--- src/rtl/bp_coherence_network_chunk_serializer.sv ---
// bp_coherence_network_chunk_serializer
//
// Per-source serializer for the coherence network. Accepts one wide packet,
// splits it into chunk_width_p flits and emits each flit with a
// {dst, src, last} header. The chunk order is set by msb_first_p.
//
// Optional feature: define BP_CHUNK_SERIALIZER_PARITY_EN to prepend an even
// parity bit, ^{dst, src, last, chunk}, as the MSB of every flit.
//
// Ports
//   clk_i    in   1               clock
//   reset_i  in   1               synchronous, active-high reset
//   data_i   in   packet_width_p  packet to serialize
//   v_i      in   1               packet valid (captured only while ready_o=1)
//   ready_o  out  1               serializer can accept a packet this cycle
//   data_o   out  flit_width_lp   {[parity], dst, src, last, chunk}
//   v_o      out  1               flit valid
//   yumi_i   in   1               flit consumed (only meaningful while v_o=1)
//
// state | meaning
// ------+-----------------------------------------------------------
// idle  | waiting for a packet; ready_o=1 (except during reset)
// send  | presenting chunk[idx(count)]; advances on yumi_i
module bp_coherence_network_chunk_serializer #(
    parameter int packet_width_p = 20,
    parameter int chunk_width_p  = 8,
    parameter int num_src_p      = 4,
    parameter int num_dst_p      = 4,
    parameter int src_id_p       = 0,
    parameter int dst_id_lsb_p   = 0,
    parameter int msb_first_p    = 0,
    localparam int num_chunks_lp = (packet_width_p + chunk_width_p - 1) / chunk_width_p,
    localparam int src_w_lp      = (num_src_p <= 1) ? 1 : $clog2(num_src_p),
    localparam int dst_w_lp      = (num_dst_p <= 1) ? 1 : $clog2(num_dst_p),
`ifdef BP_CHUNK_SERIALIZER_PARITY_EN
    localparam int parity_w_lp   = 1,
`else
    localparam int parity_w_lp   = 0,
`endif
    localparam int flit_width_lp = parity_w_lp + dst_w_lp + src_w_lp + 1 + chunk_width_p
) (
    input  logic                      clk_i,
    input  logic                      reset_i,
    input  logic [packet_width_p-1:0] data_i,
    input  logic                      v_i,
    output logic                      ready_o,
    output logic [flit_width_lp-1:0]  data_o,
    output logic                      v_o,
    input  logic                      yumi_i
);

    localparam int cnt_w_lp    = (num_chunks_lp <= 1) ? 1 : $clog2(num_chunks_lp);
    localparam int padded_w_lp = num_chunks_lp * chunk_width_p;
    localparam int body_w_lp   = dst_w_lp + src_w_lp + 1 + chunk_width_p;
    localparam logic [cnt_w_lp-1:0] last_cnt_lp = cnt_w_lp'(num_chunks_lp - 1);

    typedef enum logic {
        st_idle,
        st_send
    } state_e;

    state_e                   state_r, state_n;
    logic [cnt_w_lp-1:0]      count_r, count_n;
    logic [padded_w_lp-1:0]   packet_r;
    logic [dst_w_lp-1:0]      dst_r;
    logic                     capture;
    logic                     last;
    logic [cnt_w_lp-1:0]      idx;
    logic [chunk_width_p-1:0] chunk;
    logic [body_w_lp-1:0]     body;

    always_ff @(posedge clk_i) begin
        if (reset_i) begin
            state_r <= st_idle;
            count_r <= '0;
        end else begin
            state_r <= state_n;
            count_r <= count_n;
        end
    end

    // Datapath registers carry no reset: their contents only matter once
    // a capture has taken place.
    always_ff @(posedge clk_i) begin
        if (capture) begin
            packet_r <= padded_w_lp'(data_i);
            dst_r    <= data_i[dst_id_lsb_p +: dst_w_lp];
        end
    end

    assign last = (count_r == last_cnt_lp);

    always_comb begin
        state_n = state_r;
        count_n = count_r;
        ready_o = 1'b0;
        v_o     = 1'b0;
        capture = 1'b0;
        case (state_r)
            st_idle: begin
                // Held low during reset so nothing is accepted that the reset discards.
                ready_o = !reset_i;
                if (v_i && !reset_i) begin
                    capture = 1'b1;
                    count_n = '0;
                    state_n = st_send;
                end
            end
            st_send: begin
                v_o = 1'b1;
                if (yumi_i) begin
                    if (last) begin
                        count_n = '0;
                        state_n = st_idle;
                    end else begin
                        count_n = count_r + cnt_w_lp'(1);
                    end
                end
            end
            default: begin
                state_n = st_idle;
                count_n = '0;
            end
        endcase
    end

    assign idx = (msb_first_p != 0) ? (last_cnt_lp - count_r) : count_r;

    always_comb begin
        chunk = '0;
        for (int i = 0; i < num_chunks_lp; i++) begin
            if (idx == cnt_w_lp'(i)) chunk = packet_r[i*chunk_width_p +: chunk_width_p];
        end
    end

    assign body = {dst_r, src_w_lp'(src_id_p), last, chunk};

`ifdef BP_CHUNK_SERIALIZER_PARITY_EN
    assign data_o = {^body, body};
`else
    assign data_o = body;
`endif

endmodule

--- config.mk ---
export PLATFORM = sky130hd
export DESIGN_NAME = bp_coherence_network_chunk_serializer
export DESIGN_NICKNAME = d
export VERILOG_FILES = /design/src/rtl/bp_coherence_network_chunk_serializer.sv
export SDC_FILE = /design/constraint.sdc
export NUM_CORES = 1
export LEC_CHECK = 0
export ABC_AREA = 1
export CAP_MARGIN = 20
export CELL_PAD_IN_SITES_DETAIL_PLACEMENT = 1
export CELL_PAD_IN_SITES_GLOBAL_PLACEMENT = 1
export CORE_MARGIN = 2
export CORE_UTILIZATION = 28
export CTS_CLUSTER_DIAMETER = 30
export DETAILED_ROUTE_END_ITERATION = 8
export PLACE_DENSITY = 0.85
export RECOVER_POWER = 100
export SETUP_SLACK_MARGIN = 0.2
export SLEW_MARGIN = 20
export SYNTH_ARGS = -nofsm -noshare
export SYNTH_HDL_FRONTEND = slang
export SYNTH_SLANG_ARGS = --single-unit
--- constraint.sdc ---
create_clock -name clk_i -period 1.3 [get_ports clk_i]
set_input_delay 0.26 -clock clk_i [delete_from_list [all_inputs] [get_ports clk_i]]
set_output_delay 0.26 -clock clk_i [all_outputs]
set_load 0.005 [all_outputs]
==> qor.csv <==
stage,metric,value,unit
route,number of DRC markers in iteration 0,12,
grt,number of global-route vias before repair,935,
synth,count of unique library cells instantiated by Yosys,14,
timing,shortest period the worst path allows,1.59,ns
synth,count of warnings emitted by yosys,0,
timing,RSZ-0062 raised after global routing,yes,
synth,Mapped Cells,75,
cts,clock latency at the later pin of the worst-skew pair,0.32,ns
timing,final hold slack,0.439,ns
route,post-route antenna net violation count,0,
synth,mean cell area of the mapped netlist,12.4,µm²
grt,largest net degree at the start of global routing,14,
min_path,worst hold stages,3,
cts,H-tree levels,1,
timing,share of the cycle needed by the critical path after routing,122,%
outcome,result of the run,"finished, violations left",
grt,first-pass GRT wire length,4330,µm
timing,fmax,629,MHz
cells_and_area,area growth from synthesis to layout,93.1,%
worst_setup_path,worst path required time,1.04,ns
floorplanning,initial cell density of the core,30.0,%
route,via total after detailed routing,832,
cells_and_area,Final Non-Filler Cells,188,
cts,Worst-path clk slew,0.13,ns
placement,area after detailed placement,1410,µm²
power_and_ir_drop,total power divided by cell area,947,nW/µm²
worst_setup_path,kind of end point of the critical path,output pin,
cts,number of buffers inserted during clock tree synthesis,3,
cts,buffer cell driving the clock tree root,clkbuf_4,
floorplanning,ports placed on the boundary,39,
power_and_ir_drop,total power consumption of the routed design,1.70,mW
grt,sum of overflow across all layers after global routing,0,
cells_and_area,Final nets,169,
placement,DP Wirelength,1610,µm
placement,number of I/O port buffers,36,
timing,largest clock skew in the final design,0.00402,ns
timing,Max Slew Vio Count,0,
timing,final worst slack,-0.290,ns
synth,Post-Synthesis Cell Area,931,µm²
timing,Final Hold Vio Count,0,
placement,Post-Place Cells,161,
worst_setup_path,depth of the most critical reg-to-reg path,7,
synth,register bit count reported by yosys,23,
worst_setup_path,Crit Path Category,flop to output pin,
cells_and_area,number of inserted diodes,0,
floorplanning,full die area,3800,µm²
cells_and_area,fraction of final layout cells with drive strength greater than 1,53.5,%
cts,TritonCTS clock tree,yes,
cells_and_area,area of all placed cells without fillers,1800,µm²
min_path,hold crit path type,primary input to flop,
outcome,violated checks,negative setup slack,
power_and_ir_drop,P_leak,0.754,nW
floorplanning,Rows,20,
grt,GRT Total Usage,16.9,%
floorplanning,floorplan die width,61.7,µm
grt,initial antenna violation count,0,
worst_setup_path,maximum fanout along the worst path,4,
run,number of max-cap violations,0,
worst_setup_path,type of origin of the critical path,flop,
route,routed wire length per instance,15.8,µm
floorplanning,core region area,3100,µm²
timing,final-report setup violation count,30,
cts,clk sinks,23,
placement,routability cong.,0.725,
power_and_ir_drop,maximum vdd ir drop,0.613,mV
timing,setup TNS,-3.80,ns
worst_setup_path,arrival time reported for the critical path endpoint,1.33,ns
placement,DP Worst Slack,-0.319,ns
route,total DRC errors in the routed layout,0,
route,post-DR vias/cell,4.43,
floorplanning,die height,61.7,µm
cts,number of buffers on the longest clock path,2,
route,total wire length after detailed routing,2970,µm
cells_and_area,Final Core Density,57.9,%
route,router iterations before antenna repair,2,
cts,total of hold buffers inserted after clock tree synthesis,0,
synth,fraction of the yosys area taken by sequential cells,71.0,%
## power breakdown
part / switching (mW) / leakage, nW / internal (mW)
combinational: 0.202 / 0.524 / 0.293
clock: 0.227 / 0.0177 / 0.115
sequential: 0.0222 / 0.212 / 0.843
total: 0.451 / 0.754 / 1.25
## worst paths after layout
kind / startpoint / to / slack [ns]
setup / recovery: count_r[1]$_SDFFE_PP0P_ / data_o[6] / -0.29
hold / removal: reset_i / state_r$_SDFF_PP0_ / 0.44
setup reg to reg: state_r$_SDFF_PP0_ / packet_r[17]$_DFFE_PP_ / -0.10
hold reg to reg: count_r[0]$_SDFFE_PP0P_ / count_r[0]$_SDFFE_PP0P_ / 0.74
## worst max-delay path: stages (launching register included)
cell and delay (ns):
dfxtp_4 0.40, inv_4 0.05, nand2_4 0.08, inv_6 0.05
buf_6 0.11, a22o_1 0.18, buf_2 0.13
## synthesized netlist by cell type
| cell type | number | area [µm²] |
|---|---|---|
| a21oi_1 | 3 | 15.0 |
| nor2_1 | 4 | 15.0 |
| nor2_4 | 2 | 22.5 |
| buf_4 | 5 | 37.5 |
| nor2_2 | 1 | 6.26 |
| inv_2 | 2 | 7.51 |
| dfxtp_1 | 3 | 60.1 |
| nand2_1 | 19 | 71.3 |
| nand2_4 | 1 | 11.3 |
| conb_1 | 1 | 3.75 |
| a22o_1 | 4 | 35.0 |
| nand3_1 | 6 | 30.0 |
| inv_1 | 4 | 15.0 |
| edfxtp_1 | 20 | 601 |
## routing by layer
metal  share of wire, %  wire [µm]  track usage (%)  up-vias
met2                 60       1770             36.2       28
met5                  0          0                0        -
met1                 33        967             14.4      408
li1                   -          -                -      386
met3                2.8         82                0       10
met4                5.0        150             11.9        0
## cell families after synthesis
kind of cell	synth area share [%]
buffers and inverters	6.45
AND/OR/NAND/NOR	16.8
other	0.403
AO/OA/AOI/OAI	5.38
flip-flops	71.0
## flip-flops by register name (all words and copies together), names as in the netlist
name and flops:
count_r 2, dst_r 1, packet_r 19, state_r 1
## cell type report
cell class	instances	area, µm²
fill	329	1310
tap	44	55.1
sequential	23	668
inverter	6	33.8
multi-input combinational	42	313
timing repair buffer	69	701
clock buffer	3	22.5
clock inverter	1	5.00
## timing repair
item                                   in CTS  in global routing
buffers inserted                           16                  4
endpoints found under the hold margin       0                  0
pin swaps                                  11                 11
gates resized for setup                    80                 25
setup endpoints to repair                  35                 36
cloned                                      2                  1
## cell usage in the layout, fill, tap and decap left out, drive strengths merged
cell type       n
nor2            7
dlygate4sd3    20
clkbuf          4
clkinv          1
dlygate4sd2     1
conb            2
nand2          20
a22o            4
edfxtp         20
dfxtp           3
nand3           6
clkdlybuf4s50   2
a21oi           3
clkinvlp        1
buf            45
inv             5
No activity file was read; power rests on OpenSTA's default activity.
